## src/rtl/pc_branch_unit_pkg.sv

```systemverilog
// pc_branch_unit_pkg: shared FSM state encodings and default parameters.
// Latency: n/a (definitions only).
// Backpressure: n/a.
package pc_branch_unit_pkg;

  typedef enum logic [1:0] {
    ST_FETCH = 2'b00,
    ST_EXEC  = 2'b01,
    ST_HALT  = 2'b10
  } pc_state_t;

  localparam int         PC_W_DEF     = 8;
  localparam logic [7:0] PC_RESET_DEF = 8'h00;

endpackage

```

## src/rtl/pc_branch_unit_branch_cond.sv

```systemverilog
// branchCond: decides whether the decoded branch is taken.
// Latency: combinational.
// Backpressure: none.
// Ports: bcf/bbf/buc decoder flags, carryFlag/borrowFlag ALU flags -> take.
module branchCond (
  input  logic bcf,
  input  logic bbf,
  input  logic buc,
  input  logic carryFlag,
  input  logic borrowFlag,
  output logic take
);

  assign take = buc | (bcf & carryFlag) | (bbf & borrowFlag);

endmodule

```

## src/rtl/pc_branch_unit.sv

```systemverilog
// pc_branch_unit: PC register, relative branch resolution, output-pin source select.
// Latency: step at edge N -> pc/outSelPc/branchTaken updated at edge N+1; outPins combinational.
// Backpressure: step is ignored (not queued) while busy; one instruction per 2 cycles max.
// Ports: clk, rst (async active-high), step, decoder flags bcf/bbf/buc/toggleOut,
//        ALU carryFlag/borrowFlag, r3Val offset -> pc, outSelPc, outPins, branchTaken, busy, halted.
// Build option: define PC_HALT_DETECT_EN to halt on a taken zero-offset branch.
module pc_branch_unit
  import pc_branch_unit_pkg::*;
#(
  parameter int            PC_W     = PC_W_DEF,
  parameter logic [PC_W-1:0] PC_RESET = PC_W'(PC_RESET_DEF)
) (
  input  logic            clk,
  input  logic            rst,
  input  logic            step,
  input  logic            bcf,
  input  logic            bbf,
  input  logic            buc,
  input  logic            toggleOut,
  input  logic            carryFlag,
  input  logic            borrowFlag,
  input  logic [PC_W-1:0] r3Val,
  output logic [PC_W-1:0] pc,
  output logic            outSelPc,
  output logic [PC_W-1:0] outPins,
  output logic            branchTaken,
  output logic            busy,
  output logic            halted
);

  pc_state_t       state, state_nxt;
  logic [PC_W-1:0] pc_nxt;
  logic            sel_nxt;
  logic            bt_nxt;
  logic            take;

  branchCond u_branch_cond (
    .bcf        (bcf),
    .bbf        (bbf),
    .buc        (buc),
    .carryFlag  (carryFlag),
    .borrowFlag (borrowFlag),
    .take       (take)
  );

  always_ff @(posedge clk or posedge rst) begin
    if (rst) begin
      state       <= ST_FETCH;
      pc          <= PC_RESET;
      outSelPc    <= 1'b0;
      branchTaken <= 1'b0;
    end else begin
      state       <= state_nxt;
      pc          <= pc_nxt;
      outSelPc    <= sel_nxt;
      branchTaken <= bt_nxt;
    end
  end

  always_comb begin
    state_nxt = state;
    pc_nxt    = pc;
    sel_nxt   = outSelPc;
    bt_nxt    = 1'b0;
    case (state)
      ST_FETCH: begin
        if (step) state_nxt = ST_EXEC;
      end
      ST_EXEC: begin
        state_nxt = ST_FETCH;
        // A taken branch owns the PC even when toggleOut is also set.
        if (take) begin
          pc_nxt = pc + r3Val;
          bt_nxt = 1'b1;
`ifdef PC_HALT_DETECT_EN
          // Zero offset is a self-loop: park the machine instead of spinning.
          if (r3Val == '0) state_nxt = ST_HALT;
`endif
        end else begin
          pc_nxt = pc + PC_W'(1);
        end
        if (toggleOut) sel_nxt = ~outSelPc;
      end
      ST_HALT: begin
        state_nxt = ST_HALT;
      end
      default: begin
        state_nxt = ST_FETCH;
      end
    endcase
  end

  assign outPins = outSelPc ? pc : r3Val;
  assign busy    = (state != ST_FETCH);

`ifdef PC_HALT_DETECT_EN
  assign halted = (state == ST_HALT);
`else
  assign halted = 1'b0;
`endif

endmodule

```

## config.mk

```make
export PLATFORM = sky130hd
export DESIGN_NAME = pc_branch_unit
export DESIGN_NICKNAME = d
export VERILOG_FILES = /design/src/rtl/pc_branch_unit_pkg.sv /design/src/rtl/pc_branch_unit_branch_cond.sv /design/src/rtl/pc_branch_unit.sv
export SDC_FILE = /design/constraint.sdc
export NUM_CORES = 1
export LEC_CHECK = 0
export CAP_MARGIN = 30
export CORE_MARGIN = 2
export CORE_UTILIZATION = 42
export DETAILED_ROUTE_END_ITERATION = 7
export GPL_ROUTABILITY_DRIVEN = 0
export PLACE_DENSITY_LB_ADDON = 0.25
export SLEW_MARGIN = 20
export SYNTH_ARGS = -nofsm -noshare
export SYNTH_HDL_FRONTEND = slang
export SYNTH_HIERARCHICAL = 1
export SYNTH_SLANG_ARGS = --single-unit
```

## constraint.sdc

```tcl
create_clock -name clk -period 2.1 [get_ports clk]
set_input_delay 0.63 -clock clk [delete_from_list [all_inputs] [get_ports clk]]
set_output_delay 0.63 -clock clk [all_outputs]
set_load 0.005 [all_outputs]
```

==> results.toml <==
[outcome]
status = "complete, but fails checks"
violations = "setup timing"

[sta]
skew_ns = 0.0154
hold_viol = 0
setup_viol = 5
hold_slack_ns = 0.470
setup_ws_ns = -0.456
fmax_mhz = 391
rsz0062_at_grt = "true"
finalCritPeriodShare = 1.22
slew_viol_final = 0
min_period_ns = 2.56

[place]
dpl_cell_area_mm2 = 0.00140
io_buffers = 35
place_ws_ns = -1.13
dp_cells = 168
dp_hpwl_um = 1790

[logic_synthesis]
synth-edff-count = 0
synth_area_um2 = 890
yosys-top-cells-area = "dfrtp_1 34%, mux2_2 10%, ha_1 9.8%"
ys_seq_area_frac = 0.338
synth_cell_types = 33
synth_cells = 96
synthesis.area_per_instance_um2 = 9.27
synth_top_area_frac = 0.338
synth_seq_cells = 12
ys.flop_type = "dfrtp_1"
synth_top_area_cell = "dfrtp_1"
synth.net_count = 121
netlist_top_cells_count = "12 x dfrtp_1, 12 x nand2_1, 8 x mux2_2"
yosys_warnings = 6
async_flop_share = 1.00

[cts]
numCtsBuffers = 3
cts_hold_buf = 0
cts.path.max_buffers = 2
clk_latency_ns = 0.29
cts_tree = "done"
htree_levels = 1
clock_sinks = 12
ctsRootBufferMaster = "clkbuf_4"
path_clk_slew_ns = 0.10

[global_route]
grt_pass1_wl_um = 4910
grt_usage = 0.263
grt_start_max_net_pins = 14
antenna_found_initial = 0
grt_pass1_vias = 977
grt.overflow.total = 0

[power_and_ir_drop]
ir_worst_vdd_uv = 835
p_per_area_mw_per_mm2 = 1240
p_leak_nw = 0.759

[detailed_routing]
vias = 1007
wl_per_cell_um = 16.7
drt-total-wl_um = 3060
drc = 0
vias_per_cell = 5.50
ant_nets = 0
dr.first_iter.drc_count = 24
dr.pass1.iters = 4

[cells_and_area]
fin_nets = 182
diodes = 0
multi_input_area_um2 = 692
layoutNonFillerInstCount = 183
fill_cells = 119
seq_area_um2 = 302
stdcell_area_mm2 = 0.00159
syn2layout_area_growth_pct = 78.8
layout-drive-gt1-share = 0.429
fin_util = 0.802

[die]
rows = 16
dieArea_mm2 = 0.00250
initial_core_util = 0.449
core-area_mm2 = 0.00198
die_y_um = 50.0
die_w_um = 50.0
ios = 37

[critical_path]
crit_arrival_ns = 2.75
slowest_stage = "a221o_1"
worst-setup-path-type = "in -> reg"
cp.required_ns = 2.29
cp_num_buf_inv = 1
cp_max_fo = 5
cp_top_family = "simple AND/OR/NAND/NOR gates"
critPathLaunchType = "primary input"
cp_slowest_stage_delay_ns = 0.44
end_kind = "flop"
cp_cell_sequence = "buf_6 -> a221o_1 -> and2_4 -> ha_4 -> o21ai_2 -> or3_4 -> and4_1 -> or3_4 -> xnor2_1"
crit_top_cell = "or3_4"

[flow_run]
drv_cap = 0

[min_path]
hold_class = "reg -> reg"
layout make-up:
class,count,share of cell area
Sequential cell,12,0.190
Multi-Input combinational cell,76,0.435
Timing Repair Buffer,58,0.317
Tap cell,27,0.0212
Inverter,6,0.0142
Clock buffer,4,0.0228
what timing repair did:
| item | in CTS | in global routing |
|---|---|---|
| resized for setup | 60 | 11 |
| gates cloned | 1 | 0 |
| pin swaps | 12 | 10 |
| setup buffers | 4 | 8 |
| endpoints found under the setup margin | 16 | 12 |
power by group:
group	total [W]	switching, W	leakage (nW)	internal, W
Combinational	0.00134	0.000525	0.590	0.000815
Sequential	0.000426	0.000108	0.148	0.000318
Clock	0.000202	0.0000964	0.0210	0.000106
Total	0.00197	0.000730	0.759	0.00124
worst reg2reg max path: stages, from the launching register on:
cell     delay [ns]
dfrtp_1        0.45
ha_4           0.31
nand3_1        0.08
or3_4          0.39
and4_1         0.19
or3_4          0.33
xnor2_1        0.12
state kept, by name (all words and copies together) (netlist names):
signal / cells
pc: 8
outSelPc: 1
state: 2
branchTaken: 1
worst paths after layout:
kind | startpoint | to | slack (ns) | cells past startpoint
max in group asynchronous | rst | outSelPc | 1.10 | 2
worst min register to register | state[0] | state[1] | 0.47 | 1
worst min-delay path | state[0] | state[1] | 0.47 | 1
worst max-delay path | carryFlag | pc[7] | -0.46 | 9
worst max register to register | pc[4] | pc[7] | 0.14 | 6
min in group asynchronous | rst | pc[7] | 0.64 | 2
layer usage:
| layer | global-route usage | vias to the layer above | share of wire |
|---|---|---|---|
| met5 | 0 | - | 0 |
| met4 | 0.0926 | 0 | 0.027 |
| met3 | 0.0576 | 8 | 0.072 |
| met2 | 0.443 | 60 | 0.50 |
| met1 | 0.326 | 483 | 0.40 |
| li1 | - | 456 | - |
kinds of logic (layout without fill, tap and decap cells):
group,after synthesis,count (layout),synth area share
buffers and inverters,9,68,0.0422
other,1,1,0.00422
multiplexers,8,8,0.101
flip-flops,12,12,0.338
AO/OA/AOI/OAI,23,24,0.173
adder cells (fa/ha/maj),8,8,0.121
AND/OR/NAND/NOR,31,31,0.181
XOR/XNOR,4,4,0.0394
placed cells by master, fill, tap and decap left out, types with 3 or more instances in the layout:
cell,instances
and2_1,3
and2_4,3
buf_2,6
buf_4,17
buf_6,7
clkbuf_4,3
clkdlybuf4s50_1,15
dfrtp_1,11
dlygate4sd2_1,12
ha_4,5
inv_1,4
mux2_2,7
nand2_1,12
o21a_1,3
o21ai_0,4
through the flow:
stage	power (W)	TNS (ns)
floorplan	0.000953	-1.26
global placement	0.00150	-7.49
detailed placement	0.00153	-7.84
CTS	0.00179	-1.00
global route	0.00209	-1.50
finish	0.00197	-1.25
Note: power is estimated with default switching activity, not from simulation.
